--- config.mk ---
export PLATFORM = sky130hd
export DESIGN_NAME = mm_bus_arb
export DESIGN_NICKNAME = d
export VERILOG_FILES = /design/src/rtl/mm_bus_arb.sv
export SDC_FILE = /design/constraint.sdc
export NUM_CORES = 1
export LEC_CHECK = 0
export ABC_AREA = 1
export CAP_MARGIN = 20
export CELL_PAD_IN_SITES_DETAIL_PLACEMENT = 0
export CELL_PAD_IN_SITES_GLOBAL_PLACEMENT = 2
export CORE_MARGIN = 1
export CORE_UTILIZATION = 22
export CTS_CLUSTER_DIAMETER = 150
export CTS_CLUSTER_SIZE = 30
export DETAILED_ROUTE_END_ITERATION = 10
export PLACE_DENSITY = 0.78
export RECOVER_POWER = 25
export SLEW_MARGIN = 20
export SYNTH_ARGS = -nofsm -noshare
export SYNTH_HDL_FRONTEND = slang
export SYNTH_SLANG_ARGS = --single-unit
export TNS_END_PERCENT = 50
--- constraint.sdc ---
create_clock -name clk -period 2.1 [get_ports clk]
set_clock_uncertainty 0.2 [all_clocks]
set_input_delay 0.315 -clock clk [delete_from_list [all_inputs] [get_ports clk]]
set_output_delay 0.315 -clock clk [all_outputs]
set_load 0.02 [all_outputs]
--- src/rtl/mm_bus_arb.sv ---
// mm_bus_arb: shares the external memory-mapped bus between the CPU port and
// a secondary (DMA/debug) master. The CPU is stalled until its access ends,
// the DMA is forced in after STARVE_LIMIT back-to-back CPU wins, and hung
// peripheral accesses are terminated after TIMEOUT wait cycles.
//
// state       | meaning
// ------------+------------------------------------------------------------
// ST_IDLE     | bus strobes low; arbitration between cpu_req and dma_req
// ST_CPU_XFER | captured CPU access driven on the bus, waiting for bus_rdy
// ST_DMA_XFER | captured DMA access driven on the bus, waiting for bus_rdy

module mm_bus_arb #(
    parameter int          STARVE_LIMIT = 4,
    parameter int          TIMEOUT      = 15,
    parameter logic [15:0] ERR_DATA     = 16'hDEAD
) (
    input  logic        clk,
    input  logic        rst_n,
    input  logic        cpu_re,
    input  logic        cpu_we,
    input  logic [15:0] cpu_addr,
    input  logic [15:0] cpu_wdata,
    output logic [15:0] cpu_rdata,
    output logic        cpu_stall,
    input  logic        dma_req,
    input  logic        dma_we,
    input  logic [15:0] dma_addr,
    input  logic [15:0] dma_wdata,
    output logic [15:0] dma_rdata,
    output logic        dma_done,
    output logic [15:0] bus_addr,
    output logic [15:0] bus_wdata,
    output logic        bus_re,
    output logic        bus_we,
    input  logic [15:0] bus_rdata,
    input  logic        bus_rdy,
    output logic        bus_err
);

    localparam logic [1:0] ST_IDLE     = 2'd0;
    localparam logic [1:0] ST_CPU_XFER = 2'd1;
    localparam logic [1:0] ST_DMA_XFER = 2'd2;

    localparam logic [3:0] STARVE_MAX = 4'(STARVE_LIMIT);
    localparam logic [7:0] WAIT_MAX   = 8'(TIMEOUT);

    logic [1:0] state;
    logic [3:0] starve_cnt;
    logic [7:0] wait_cnt;

    logic cpu_req;
    logic in_idle;
    logic in_xfer;
    logic wait_expired;
    logic xfer_end;
    logic timed_out;
    logic dma_grant;
    logic cpu_grant;
    logic cpu_end;
    logic dma_end;

    // Request decode, arbitration and completion detection.
    always_comb begin
        cpu_req      = cpu_re | cpu_we;
        in_idle      = (state == ST_IDLE);
        in_xfer      = (state == ST_CPU_XFER) || (state == ST_DMA_XFER);
        wait_expired = (wait_cnt == WAIT_MAX);
        xfer_end     = in_xfer & (bus_rdy | wait_expired);
        timed_out    = in_xfer & ~bus_rdy & wait_expired;
        dma_grant    = in_idle & dma_req & ((starve_cnt == STARVE_MAX) | ~cpu_req);
        cpu_grant    = in_idle & ~dma_grant & cpu_req;
        cpu_end      = (state == ST_CPU_XFER) & xfer_end;
        dma_end      = (state == ST_DMA_XFER) & xfer_end;
    end

    // CPU-facing outputs are combinational so the CPU samples read data on
    // the same edge where its stall releases.
    always_comb begin
        bus_err   = timed_out;
        cpu_stall = cpu_req & ~cpu_end;
        cpu_rdata = 16'h0000;
        if (cpu_end && bus_re) begin
            cpu_rdata = bus_rdy ? bus_rdata : ERR_DATA;
        end
    end

    // Bus ownership state machine; every transfer returns through IDLE.
    always_ff @(posedge clk or negedge rst_n) begin
        if (!rst_n) begin
            state <= ST_IDLE;
        end else begin
            case (state)
                ST_IDLE: begin
                    if (dma_grant) begin
                        state <= ST_DMA_XFER;
                    end else if (cpu_grant) begin
                        state <= ST_CPU_XFER;
                    end
                end
                ST_CPU_XFER, ST_DMA_XFER: begin
                    if (xfer_end) begin
                        state <= ST_IDLE;
                    end
                end
                default: state <= ST_IDLE;
            endcase
        end
    end

    // Wait timer: counts transfer cycles without bus_rdy, idle resets it.
    always_ff @(posedge clk or negedge rst_n) begin
        if (!rst_n) begin
            wait_cnt <= 8'd0;
        end else if (!in_xfer || xfer_end) begin
            wait_cnt <= 8'd0;
        end else begin
            wait_cnt <= wait_cnt + 8'd1;
        end
    end

    // Starvation counter: CPU wins while the DMA waits, saturating at the limit.
    always_ff @(posedge clk or negedge rst_n) begin
        if (!rst_n) begin
            starve_cnt <= 4'd0;
        end else if (dma_grant) begin
            starve_cnt <= 4'd0;
        end else if (cpu_grant) begin
            if (!dma_req) begin
                starve_cnt <= 4'd0;
            end else if (starve_cnt != STARVE_MAX) begin
                starve_cnt <= starve_cnt + 4'd1;
            end
        end
    end

    // Capture the winner's access on the grant edge and hold it until the end.
    always_ff @(posedge clk or negedge rst_n) begin
        if (!rst_n) begin
            bus_addr  <= 16'h0000;
            bus_wdata <= 16'h0000;
            bus_re    <= 1'b0;
            bus_we    <= 1'b0;
        end else if (dma_grant) begin
            bus_addr  <= dma_addr;
            bus_wdata <= dma_wdata;
            bus_re    <= ~dma_we;
            bus_we    <= dma_we;
        end else if (cpu_grant) begin
            bus_addr  <= cpu_addr;
            bus_wdata <= cpu_wdata;
            // Simultaneous read and write requests resolve to a write.
            bus_re    <= cpu_re & ~cpu_we;
            bus_we    <= cpu_we;
        end else if (xfer_end) begin
            bus_re    <= 1'b0;
            bus_we    <= 1'b0;
        end
    end

    // DMA completion pulse and read data, registered one cycle after the end.
    always_ff @(posedge clk or negedge rst_n) begin
        if (!rst_n) begin
            dma_done  <= 1'b0;
            dma_rdata <= 16'h0000;
        end else begin
            dma_done <= dma_end;
            if (dma_end && bus_re) begin
                dma_rdata <= bus_rdy ? bus_rdata : ERR_DATA;
            end
        end
    end

endmodule

### Word-level counts from Yosys, hierarchy flattened

Index checks and enable logic that the tools add are counted.

| storage, ports and cells | value |
|---|---|
| output and inout bits | 69 |
| logic and storage cells | 70 |
| input port bits | 87 |
| bits in registers | 65 |

| cells by class | value |
|---|---|
| eq/ne operators | 8 |
| mux-type cells | 20 |
| reductions and logical operators | 11 |
| add/subtract/negate cells | 2 |
| bitwise gates (word level) | 20 |

Operator list:

| kind | count |
|---|---|
| $mux 16 | 6 |
| $mux 4 | 4 |
| $and 1x1->1 | 11 |
| $add 8x1->8 const B | 1 |
| $eq 8x4->1 const B | 1 |
| $mux 8 | 1 |
| $mux 2 | 3 |
| $ne 3x1->1 const B | 2 |
| $not 1->1 | 6 |
| $mux 1 | 5 |
| $add 4x1->4 const B | 1 |
| $eq 4x3->1 const B | 1 |
| $ne 4x3->1 const B | 1 |
| $pmux 2 s2 | 1 |
| $reduce_and 2->1 | 2 |
| $or 1x1->1 | 3 |
| $reduce_bool 3->1 | 1 |
| $eq 2x1->1 const B | 1 |
| $eq 2x2->1 const B | 1 |
| $logic_and 1x1->1 | 2 |
| $logic_not 2->1 | 1 |
| $logic_or 1x1->1 | 2 |
| $ne 2x2->1 const B | 1 |
| $reduce_bool 2->1 | 1 |
| other kinds (2) | 2 |

### Depth between registers and ports, before layout

| logic depth | value |
|---|---|
| depth after elaboration | 10 |
| mapped depth | 9 |
| gate-level depth less buffers | 9 |

### Worst setup path before layout

No wires, ideal clock.

| timing path | value |
|---|---|
| path type | reg2out |
| start point | reg state[0] |
| end point | out bus_err |
| arrival | 1.571 ns |
| setup slack | 0.014 ns |
| buffers on the path | 0 |
| stages on the path, launching flop included | 5 |
| required time | 1.585 ns |
| cell sequence | dfrtp_1 -> inv_1 -> ha_1 -> inv_1 -> nor4_1 |

| between the ends | value |
|---|---|
| word-level cells in the longest chain between the ends | 4 |

RTL lines:

| item | RTL line | source |
|---|---|---|
| start: declaration | 47 | `logic [1:0] state;` |
| start signal: assignment | 90 | `state <= ST_IDLE;` |
| start signal: assignment | 95 | `state <= ST_DMA_XFER;` |
| start signal: assignment | 97 | `state <= ST_CPU_XFER;` |
| $eq 2x1->1 or $eq 2x2->1 (tied branches) | 66 | `in_xfer = (state == ST_CPU_XFER) \|\| (state == ST_DMA_XFER);` |
| $logic_or 1x1->1 (*) | 66 |  |
| $and 1x1->1 (*) (2 in series) | 69 | `timed_out = in_xfer & ~bus_rdy & wait_expired;` |
| end: declaration | 37 | `output logic bus_err` |

Every way passes the cells marked *; elsewhere a longest branch is shown, timed or not.

### Final worst setup path

| timing path | value |
|---|---|
| start point | reg wait_cnt[1] |
| end point | out cpu_rdata[1] |

| between the ends | value |
|---|---|
| word-level cells in the longest chain between the ends | 6 |

RTL lines:

| item | RTL line | source |
|---|---|---|
| start: declaration | 49 | `logic [7:0] wait_cnt;` |
| start signal: assignment | 117 | `wait_cnt <= wait_cnt + 8'd1;` |
| $eq 8x4->1 | 67 | `wait_expired = (wait_cnt == WAIT_MAX);` |
| $or 1x1->1 | 68 | `xfer_end = in_xfer & (bus_rdy \| wait_expired);` |
| $and 1x1->1 | 68 |  |
| $and 1x1->1 | 72 | `cpu_end = (state == ST_CPU_XFER) & xfer_end;` |
| $logic_and 1x1->1 | 82 | `if (cpu_end && bus_re) begin` |
| $mux 16 | 82 |  |
| end: declaration | 23 | `output logic [15:0] cpu_rdata,` |

Every way passes these cells.

==> impl_metrics.csv <==
group,metric,value,unit
worst_setup_path,worstPathRequired,1.58,ns
worst_setup_path,slowest_delay,0.40,ns
placement,globalplace.congestion,0.730,
power,p_comb_frac,0.490,
finish,final_common_cell,"clkdlybuf4s50_1",
synthesis,postSynthAreaPerCell,8.06,um^2
worst_setup_path,cp.depth,9,
route,drt_wl_total,10.4,mm
global_routing,antenna_found_initial,0,
clock_network,cts.sinks,65,
floorplanning,dieArea,0.0155,mm^2
power,power,6.77,mW
finish,area_growth_syn_to_layout,74.5,%
route,vias,3413,
route,drtIter0Drc,102,
finish,layout_common_cells,"clkdlybuf4s50_1 (135), nand2_1 (91), dfrtp_1 (65)",
power,pwr-share-clk,0.219,
floorplanning,fp.coreArea,0.0146,mm^2
timing,rsz0062_at_grt,"yes",
floorplanning,die_x,125,um
route,vias_per_cell,4.30,
worst_setup_path,arrival,1.75,ns
power,p_int,4.15,mW
timing,tightest_slew,0.725,ns
clock_network,htree_levels,3,
worst_setup_path,critPathKind,"flop to output pin",
synthesis,synth_edf_count,0,
floorplanning,die_h,125,um
synthesis,synth_cell_types,30,
power,seq_power_share,0.292,
route,wl_per_cell,13.1,um
clock_network,insertion_delay,0.33,ns
power,power.switching,2.62,mW
worst_setup_path,critPathMaxFanout,4,
clock_network,cts_buffers,9,
clock_network,clk_path_buf_depth,2,
timing,finalCritPeriodShare,1.08,
route,postRouteAntennaNets,0,
route,drcViolationCount,0,
timing,timing.fmax,442,MHz
synthesis,ys_ff_latch,65,
floorplanning,initial_core_util,0.227,
finish,diodes,0,
run_status,status,"finished with violations",
power,max-vdd-ir-drop,0.497,mV
run,maxCapViolations,0,
clock_network,cts_tree,"yes",
timing,setup_tns,-2.14,ns
run_status,violations,"negative setup slack",
global_routing,grt_usage,0.140,
worst_setup_path,end_kind,"output pin",
timing,worst_slack,-0.165,ns
finish,final_nets,697,
clock_network,path_clk_slew,0.05,ns
worst_setup_path,crit_chain,"ha_4, nand3_4, nor2_4, nor2_4, nor2_8, nand3_4, buf_4, nor2_1, buf_4",
floorplanning,rows,44,
global_routing,grt_max_degree,28,
worst_setup_path,r2r_setup_slack,0.37,ns
hold_path,hp-class,"flop to flop",
worst_setup_path,reg2reg_depth,7,
placement,place_inst,773,
timing,hold_viol,0,
finish,seqCellArea,0.00163,mm^2
synthesis,synth-async-reset-ratio,1.00,
floorplanning,io_pins,156,
worst_setup_path,r2r-start,"state[0]",
synthesis,syn_inst,410,
finish,drive_gt1_frac,0.187,
timing,finalMaxSlewViolations,0,
timing,slew_headroom,0.516,
worst_setup_path,path_delay_family,"simple AND/OR/NAND/NOR gates",
placement,portBuffers,155,
worst_setup_path,crit_path_start_kind,"flop",
clock_network,cts-root-buf,"clkbuf_16",
global_routing,grt_pass1_vias,3524,
power,pwr_density_cell,1180,mW/mm^2
power,leakagePower,2.61,nW
timing,setup_viol,18,
worst_setup_path,worst_path_max_delay_cell,"dfrtp_1",
power,swShare,0.387,
worst_setup_path,r2r-end,"state[0]",
synthesis,mappedNetlistNets,503,
synthesis,yosysSeqAreaShare,0.492,
timing,min_period,2.26,ns
worst_setup_path,crit_path_start,"wait_cnt[1]",
global_routing,grt_overflow_total,0,
synthesis,synth_area,0.00330,mm^2
finish,multiInputGateArea,0.00149,mm^2
synthesis,synth_warnings,0,
finish,fin_cells,793,
global_routing,grt_pass1_wl,17.4,mm
worst_setup_path,worst-path-buf-inv,2,
synthesis,synth_ff_type,"dfrtp_1",
route,firstDrtPassIters,4,
placement,place_hpwl,7.85,mm
worst_setup_path,crit_end,"cpu_rdata[1]",
finish,fillers,1539,
## power groups by stage
| stage | combinational (mW) | sequential (mW) | clock [mW] |
|---|---|---|---|
| finish | 3.32 | 1.97 | 1.48 |
| global route | 3.63 | 2.04 | 1.58 |
| CTS | 3.38 | 1.99 | 1.52 |
| detailed placement | 3.33 | 1.99 | 0 |
| global placement | 3.31 | 1.97 | 0 |
| floorplan | 1.18 | 2.45 | 0 |
## flip-flops by register name, indices dropped and copies added (netlist names)
name,cells
bus_we,1
bus_addr,16
state,2
starve_cnt,4
wait_cnt,8
dma_rdata,16
dma_done,1
bus_re,1
bus_wdata,16
## worst reg2reg max path, delay by kind of cell, from the launching register on
family	cells	cell delay, ns
flops	1	0.38
simple gates	3	0.38
buf+inv	2	0.26
fa+ha+maj	1	0.22
compound gates	1	0.18
## cells by family after synthesis
kind of cell / count (synthesis) / synth area share
buffers and inverters: 57 / 0.0735
AO/OA/AOI/OAI: 72 / 0.114
XOR/XNOR: 6 / 0.0159
flip-flops: 65 / 0.492
AND/OR/NAND/NOR: 204 / 0.281
adder cells (fa/ha/maj): 6 / 0.0227
## routing by layer
layer  up-vias  track usage  wire, um  share of wire
met5         -            0         0              0
met4         0       0.0524       152          0.015
met3        11       0.0464       865          0.083
met2       124        0.224      4680           0.45
met1      1573        0.174      4720           0.45
li1       1705            -         -              -
## timing repair
item                                   4_1_cts  5_1_grt
setup buffers                                3        0
pin swaps                                    2        0
endpoints found under the hold margin       23        0
hold buffers                                 1        0
setup endpoints to repair                   19       18
gates resized for setup                     96       15
## metrics by stage
step	cell area (um^2)	worst slack (ns)	hold WS (ns)	utilization
2_1_floorplan	3300	0.0138	-0.181	-
3_3_place_gp	5390	-0.517	0.204	0.370
3_5_place_dp	5390	-0.576	0.211	0.370
4_1_cts	5730	-0.176	0.280	0.393
5_1_grt	5770	-0.267	0.290	0.395
6_report	5770	-0.165	0.276	0.395
## area by class of cell
type                            instances  share of cell area
Tap cell                              184              0.0399
Multi-Input combinational cell        288               0.259
Inverter                               34              0.0221
Timing Repair Buffer                  206               0.345
Sequential cell                        65               0.282
Clock inverter                          7              0.0124
Clock buffer                            9              0.0391
## how the worst min path moves through the flow
| stage | start | end | slack, ns | cells after the start |
|---|---|---|---|---|
| 2_1_floorplan | rst_n | bus_addr[0] | -0.18 | 0 |
| 3_3_place_gp | rst_n | starve_cnt[1] | 0.20 | 1 |
| 3_5_place_dp | rst_n | starve_cnt[0] | 0.21 | 1 |
| 4_1_cts | dma_rdata[7] | dma_rdata[7] | 0.28 | 2 |
| 5_1_grt | dma_rdata[7] | dma_rdata[7] | 0.29 | 2 |
| 6_report | dma_rdata[7] | dma_rdata[7] | 0.28 | 2 |
## synthesized netlist by cell type (2+ instances only)
cell      count  area [um^2]
nand4_1      18          113
clkbuf_1      8         30.0
xor2_1        3         26.3
o21ai_1      28          140
nor2_2       10         62.6
nand3_1      10         50.1
nand3_4       2         35.0
inv_1        32          120
nor2_1       64          240
buf_4         2         15.0
o21ai_0      40          200
ha_1          6         75.1
dfrtp_1      65         1630
buf_2        11         55.1
inv_2         2         7.51
nor2_4        2         22.5
nand2_2       2         12.5
xnor2_1       3         26.3
nand2_1      91          342
No activity file was read; power rests on OpenSTA's default activity.
